`src/rtl/spi_protocol_monitor.sv`:
```
// spi_protocol_monitor: passive SPI frame decoder and protocol checker.
// Define SPI_MON_ASSERT_EN to add simulation-only assertions and covers for each violation.
module spi_protocol_monitor #(
    parameter int                  CMD_BITS  = 3,
    parameter int                  DATA_BITS = 8,
    parameter logic [CMD_BITS-1:0] READ_CMD  = 3'b111,
    parameter int                  RESP_LAT  = 1,
    parameter int                  MAX_TAIL  = 4,
    parameter int                  CNT_W     = 8
) (
    input  logic                 i_clk,
    input  logic                 i_rst_n,
    input  logic                 i_mosi,
    input  logic                 i_miso,
    input  logic                 i_ss_n,
    input  logic                 i_err_clr,
    output logic                 o_frame_done,
    output logic [CMD_BITS-1:0]  o_frame_cmd,
    output logic [DATA_BITS-1:0] o_frame_data,
    output logic [DATA_BITS-1:0] o_frame_resp,
    output logic [3:0]           o_err_flags,
    output logic [CNT_W-1:0]     o_err_count,
    output logic [CNT_W-1:0]     o_frame_count
);
    localparam int CW = $clog2(CMD_BITS + DATA_BITS + RESP_LAT + MAX_TAIL + 2);

    typedef enum logic [2:0] {S_IDLE, S_CMD, S_DATA, S_RESP, S_END} state_t;

    state_t               r_state, w_next;
    logic [CW-1:0]        r_cnt, w_cnt_last;
    logic                 r_ss_q, r_miso_q, r_rst_q;
    logic [CMD_BITS-1:0]  r_cmd;
    logic [DATA_BITS-1:0] r_data, r_resp;
    logic                 w_fall, w_last, w_window, w_done, w_resp_done, w_resp_cap;
    logic [3:0]           w_err;
    logic [DATA_BITS-1:0] w_data_nx, w_resp_nx;
    logic [CMD_BITS-1:0]  w_cmd_nx;

    // State register; reset parks the monitor in IDLE and silently drops any frame
    always_ff @(posedge i_clk) begin
        if (!i_rst_n) r_state <= S_IDLE;
        else          r_state <= w_next;
    end

    // Next-state: SS_n high aborts any active phase, END waits for SS_n to rise
    always_comb begin
        w_next = r_state;
        case (r_state)
            S_IDLE:  w_next = w_fall ? S_CMD : S_IDLE;
            S_CMD:   w_next = i_ss_n ? S_IDLE : w_last ? S_DATA : S_CMD;
            S_DATA:  w_next = i_ss_n ? S_IDLE : !w_last ? S_DATA : (r_cmd == READ_CMD) ? S_RESP : S_END;
            S_RESP:  w_next = i_ss_n ? S_IDLE : w_last ? S_END : S_RESP;
            S_END:   w_next = i_ss_n ? S_IDLE : S_END;
            default: w_next = S_IDLE;
        endcase
    end

    // Decode of phase boundaries, sampling strobes and the four violation conditions
    always_comb begin
        w_fall      = !i_ss_n && r_ss_q;
        w_cnt_last  = (r_state == S_CMD)  ? CW'(CMD_BITS - 1) :
                      (r_state == S_DATA) ? CW'(DATA_BITS - 1) : CW'(RESP_LAT + DATA_BITS - 1);
        w_last      = (r_cnt == w_cnt_last);
        w_window    = (r_state == S_CMD) || (r_state == S_DATA);
        w_resp_cap  = (r_state == S_RESP) && (r_cnt >= CW'(RESP_LAT));
        w_done      = !i_ss_n && w_last &&
                      (((r_state == S_DATA) && (r_cmd != READ_CMD)) || (r_state == S_RESP));
        w_resp_done = !i_ss_n && w_last && (r_state == S_RESP);
        w_cmd_nx    = CMD_BITS'({r_cmd, i_mosi});
        w_data_nx   = DATA_BITS'({r_data, i_mosi});
        w_resp_nx   = DATA_BITS'({r_resp, i_miso});
        w_err[0]    = i_rst_n && !r_rst_q && i_miso;
        w_err[1]    = w_window && (i_miso != r_miso_q);
        w_err[2]    = i_ss_n && (w_window || (r_state == S_RESP));
        w_err[3]    = (r_state == S_END) && !i_ss_n && (r_cnt == CW'(MAX_TAIL));
    end

    // Bit shifting, phase counter and frame result registers
    always_ff @(posedge i_clk) begin
        if (!i_rst_n) begin
            r_ss_q        <= 1'b1;
            r_miso_q      <= 1'b0;
            r_rst_q       <= 1'b0;
            r_cnt         <= '0;
            r_cmd         <= '0;
            r_data        <= '0;
            r_resp        <= '0;
            o_frame_done  <= 1'b0;
            o_frame_cmd   <= '0;
            o_frame_data  <= '0;
            o_frame_resp  <= '0;
            o_frame_count <= '0;
        end else begin
            r_ss_q       <= i_ss_n;
            r_miso_q     <= i_miso;
            r_rst_q      <= 1'b1;
            r_cnt        <= (r_state == S_IDLE || w_next != r_state) ? '0 :
                            (r_state == S_END && r_cnt == CW'(MAX_TAIL + 1)) ? r_cnt : r_cnt + CW'(1);
            o_frame_done <= w_done;
            if (r_state == S_CMD) r_cmd <= w_cmd_nx;
            if (r_state == S_DATA) r_data <= w_data_nx;
            if (w_resp_cap) r_resp <= w_resp_nx;
            if (w_done) begin
                o_frame_cmd   <= r_cmd;
                o_frame_data  <= (r_state == S_DATA) ? w_data_nx : r_data;
                o_frame_count <= o_frame_count + CNT_W'(1);
            end
            if (w_resp_done) o_frame_resp <= w_resp_nx;
        end
    end

    // Sticky flags and saturating error-cycle count; a new error outranks err_clr
    always_ff @(posedge i_clk) begin
        if (!i_rst_n) begin
            o_err_flags <= '0;
            o_err_count <= '0;
        end else begin
            o_err_flags <= (i_err_clr ? 4'b0 : o_err_flags) | w_err;
            o_err_count <= (|w_err) ? (i_err_clr ? CNT_W'(1) :
                                       (o_err_count == {CNT_W{1'b1}}) ? o_err_count : o_err_count + CNT_W'(1)) :
                                      (i_err_clr ? '0 : o_err_count);
        end
    end

`ifdef SPI_MON_ASSERT_EN
    a_reset: assert property (@(posedge i_clk) disable iff (!i_rst_n) !w_err[0])
        else $error("spi_mon reset violation: MISO high after reset, frame_count=%0d", o_frame_count);
    a_toggle: assert property (@(posedge i_clk) disable iff (!i_rst_n) !w_err[1])
        else $error("spi_mon miso_toggle violation, frame_count=%0d", o_frame_count);
    a_early: assert property (@(posedge i_clk) disable iff (!i_rst_n) !w_err[2])
        else $error("spi_mon early_end violation, frame_count=%0d", o_frame_count);
    a_overlong: assert property (@(posedge i_clk) disable iff (!i_rst_n) !w_err[3])
        else $error("spi_mon overlong violation, frame_count=%0d", o_frame_count);
    c_reset:    cover property (@(posedge i_clk) disable iff (!i_rst_n) w_err[0]);
    c_toggle:   cover property (@(posedge i_clk) disable iff (!i_rst_n) w_err[1]);
    c_early:    cover property (@(posedge i_clk) disable iff (!i_rst_n) w_err[2]);
    c_overlong: cover property (@(posedge i_clk) disable iff (!i_rst_n) w_err[3]);
`else
`endif

endmodule

```
`config.mk`:
```
export PLATFORM = sky130hd
export DESIGN_NAME = spi_protocol_monitor
export DESIGN_NICKNAME = d
export VERILOG_FILES = /design/src/rtl/spi_protocol_monitor.sv
export SDC_FILE = /design/constraint.sdc
export NUM_CORES = 1
export LEC_CHECK = 0
export BUFFER_PORTS_ARGS = -buffer_cell sky130_fd_sc_hd__buf_4
export CORE_MARGIN = 2
export CORE_UTILIZATION = 56
export CTS_CLUSTER_SIZE = 14
export DETAILED_ROUTE_END_ITERATION = 8
export PLACE_DENSITY_LB_ADDON = 0.3
export SYNTH_ARGS = -nofsm -noshare
export SYNTH_HDL_FRONTEND = slang
export SYNTH_SLANG_ARGS = --single-unit
```
`constraint.sdc`:
```
create_clock -name i_clk -period 2.3 [get_ports i_clk]
set_clock_uncertainty 0.2 [all_clocks]
set_input_delay 0.23 -clock i_clk [delete_from_list [all_inputs] [get_ports i_clk]]
set_output_delay 0.23 -clock i_clk [all_outputs]
set_load 0.01 [all_outputs]
```
==> flow_metrics.tcl <==
set metrics [dict create \
    status "completed" \
    grt_overflow 0 \
    drive_gt1_share_pct 21.9 \
    syn_inst 324 \
    clock_path_buffers 2 \
    finalCritPeriodShare_pct 96.1 \
    yosysUniqueCellTypes 48 \
    wl_um 6390 \
    dpl.hpwl_um 4400 \
    rsz0062_at_grt "no" \
    postCtsSetupBuffers 0 \
    p_leak_uw 0.00148 \
    synth_fp_nets 335 \
    grt_start_max_net_pins 30 \
    period_needed_ns 2.21 \
    cts.sinks 69 \
    powerDensity_nw_per_um2 642 \
    gp_congestion 0.882 \
    muxShareOfSynthArea_pct 9.60 \
    p_clk_share_pct 43.9 \
    drt_iter0_drc 181 \
    synth_top_cell_by_area "dfxtp_1" \
    fmaxAchievable_ghz 0.452 \
    route.detailed.drc 0 \
    register_area_um2 1380 \
    h-tree-depth 3 \
    setup-tns-final_ns 0 \
    dieArea_um2 5810 \
    multi_input_area_um2 1440 \
    ioPinCount 46 \
    cts_tree "built" \
    ir_drop_uv 428 \
    instances_no_fill 458 \
    synth-xor-area-share_pct 2.10 \
    vias 2529 \
    coreArea_um2 5070 \
    yosys_warnings 0 \
    cp_data_arrival_time_ns 2.25 \
    final_util_pct 72.4 \
    die_w_um 76.2 \
    die_y_um 76.2 \
    intPower_uw 1840 \
    viasPerCell 5.52 \
    preCtsSetupSlack_ns -0.0247 \
    ys.flop_type "dfxtp_1" \
    endpoint_kind "flop" \
    rows 26 \
    synth-compound-area-share_pct 12.6 \
    synth_top_family_by_area "simple AND/OR/NAND/NOR gates" \
    total_power_uw 2360 \
    seq_power_share_pct 51.5 \
    grt_pass1_vias 2333 \
    yosys.area_share.simple_pct 22.0 \
    drt-wirelength-per-cell_um 14.0 \
    syn_area_per_cell_um2 9.01 \
    area_growth_pct 25.9 \
    synth-seq-cells 69 \
    cts_root_buf "clkbuf_8" \
    initial_core_util_pct 57.5 \
    finalHoldViolCount 0 \
    clock_latency_ns 0.35 \
    clk_pin_slew_ns 0.07 \
    async_flop_share_pct 0 \
    combPwrFrac_pct 4.7 \
    cap_violations 0 \
    firstDrtPassIters 4 \
    grt_first_pass_wirelength_um 10700 \
    cp_max_fo 9 \
    grt_usage_pct 23.0 \
    startpoint_type "flop" \
    p_sw_share_pct 22.2 \
    required_ns 2.34 \
    drtAntennaViolNets 0 \
    syn_area_um2 2920 \
    num-fill-cells 399 \
    placement.io_buffers 45 \
    synth_area_leaders "dfxtp_1 47%, mux2i_1 9.6%, nor2_1 5.3%, nand2_1 4.0%, nand3_1 3.1%" \
    slew_headroom_pct 58.6 \
    numCtsBuffers 9 \
    synthAdderAreaFrac_pct 2.14 \
    antenna_cells 0 \
    ys_seq_area_share_pct 47.3 \
    finalSetupViolCount 0 \
    placed_cells 438 \
    antenna_found_initial 0 \
    synth_top_area_share_pct 47.3 \
    setup_slack_ns 0.0899 \
    synth_common_cells "69 x dfxtp_1, 41 x nor2_1, 31 x nand2_1" \
    yosys.cell_count.top_type "dfxtp_1" \
    hold_path_class "in2reg" \
    slew_viol_final 0 \
    p_switching_uw 523 \
    final_nets 394 \
    synth_edf_count 0 \
    path_class "reg2reg" \
    worst_slew_pin_slew_ns 0.617 \
]
-- final cells by class --
cell class | instances | area share, %
clock inverter | 3 | 1.16
tap | 70 | 2.38
timing repair buffer | 65 | 13.9
clock buffer | 13 | 4.59
inverter | 11 | 1.12
multi-input combinational | 227 | 39.3
sequential | 69 | 37.6
-- layer usage --
layer  routed length [um]  global-route usage [%]  vias up  share of wire (%)
li1                     -                       -     1252                  -
met2                 3030                    37.1       65                 47
met3                  304                    6.40       15                4.8
met4                  150                    10.5        0                2.3
met5                    0                       0        -                  0
met1                 2910                    28.7     1197                 46
-- through the flow --
| stage | hold slack (ns) | area [um^2] |
|---|---|---|
| 2_1_floorplan | 0.0577 | 2920 |
| 3_3_place_gp | 0.233 | 3400 |
| 3_5_place_dp | 0.242 | 3400 |
| 4_1_cts | 0.00292 | 3650 |
| 5_1_grt | 0.0420 | 3680 |
| 6_report | 0.0168 | 3680 |
-- worst max-delay path, cell delays in order (launching register included) --
cell and delay [ns]:
dfxtp_1 0.43, xnor2_1 0.15, or4_4 0.49, a2111o_2 0.58, mux2i_1 0.20, nor2_1 0.05
-- placed cells by master (no fill, tap or decap), types with 2 or more instances in the layout --
cell type	n
and3_1	6
ha_1	5
clkbuf_8	12
o21ai_0	7
a31oi_1	2
xnor2_1	5
nor3b_1	3
o21ai_1	14
dlygate4sd3_1	4
nand4b_1	2
a21oi_1	16
o2111ai_1	2
and4b_1	2
nand2b_1	2
nand4_1	2
or3_1	5
mux2i_1	27
nand3_1	18
dfxtp_1	69
inv_1	11
nor3_1	9
buf_4	60
nand2_1	31
xor2_1	2
nor2_1	41
-- cell families after synthesis --
group | count (synthesis)
mux | 28
flops | 69
fa+ha+maj | 5
buf+inv | 28
simple gates | 131
compound gates | 56
xor+xnor | 7
-- sequential cells by signal, indices dropped and copies added (netlist names) --
name           cells
o_err_flags        4
r_cmd              3
r_cnt              5
r_state            3
r_rst_q            1
r_resp             7
r_ss_q             1
o_frame_cmd        3
r_miso_q           1
o_err_count        8
o_frame_data       8
o_frame_resp       8
o_frame_done       1
o_frame_count      8
r_data             8
-- power groups by stage --
stage | sequential [uW] | clock, uW | combinational (uW)
after floorplan | 1240 | 0 | 62.1
after global placement | 1240 | 0 | 98.3
after detailed placement | 1240 | 0 | 99.9
after global routing | 1220 | 1110 | 121
after CTS | 1210 | 1050 | 108
final | 1210 | 1040 | 110
-- final timing paths --
path / startpoint / endpoint / slack, ns / cells past startpoint
setup reg to reg: r_state[0] / o_frame_resp[4] / 0.09 / 5
hold reg to reg: o_frame_data[2] / o_frame_data[2] / 0.25 / 2
hold / removal: i_err_clr / o_err_flags[0] / 0.02 / 4
setup / recovery: r_state[0] / o_frame_resp[4] / 0.09 / 5
-- timing repair --
action                                  in CTS  in global routing
endpoints found under the hold margin        4                  0
hold buffers                                 4                  0
pin swaps                                    0                  1
endpoints found under the setup margin       6                  8
gates resized for setup                      2                  4
Power figures use the tool's default switching activity.
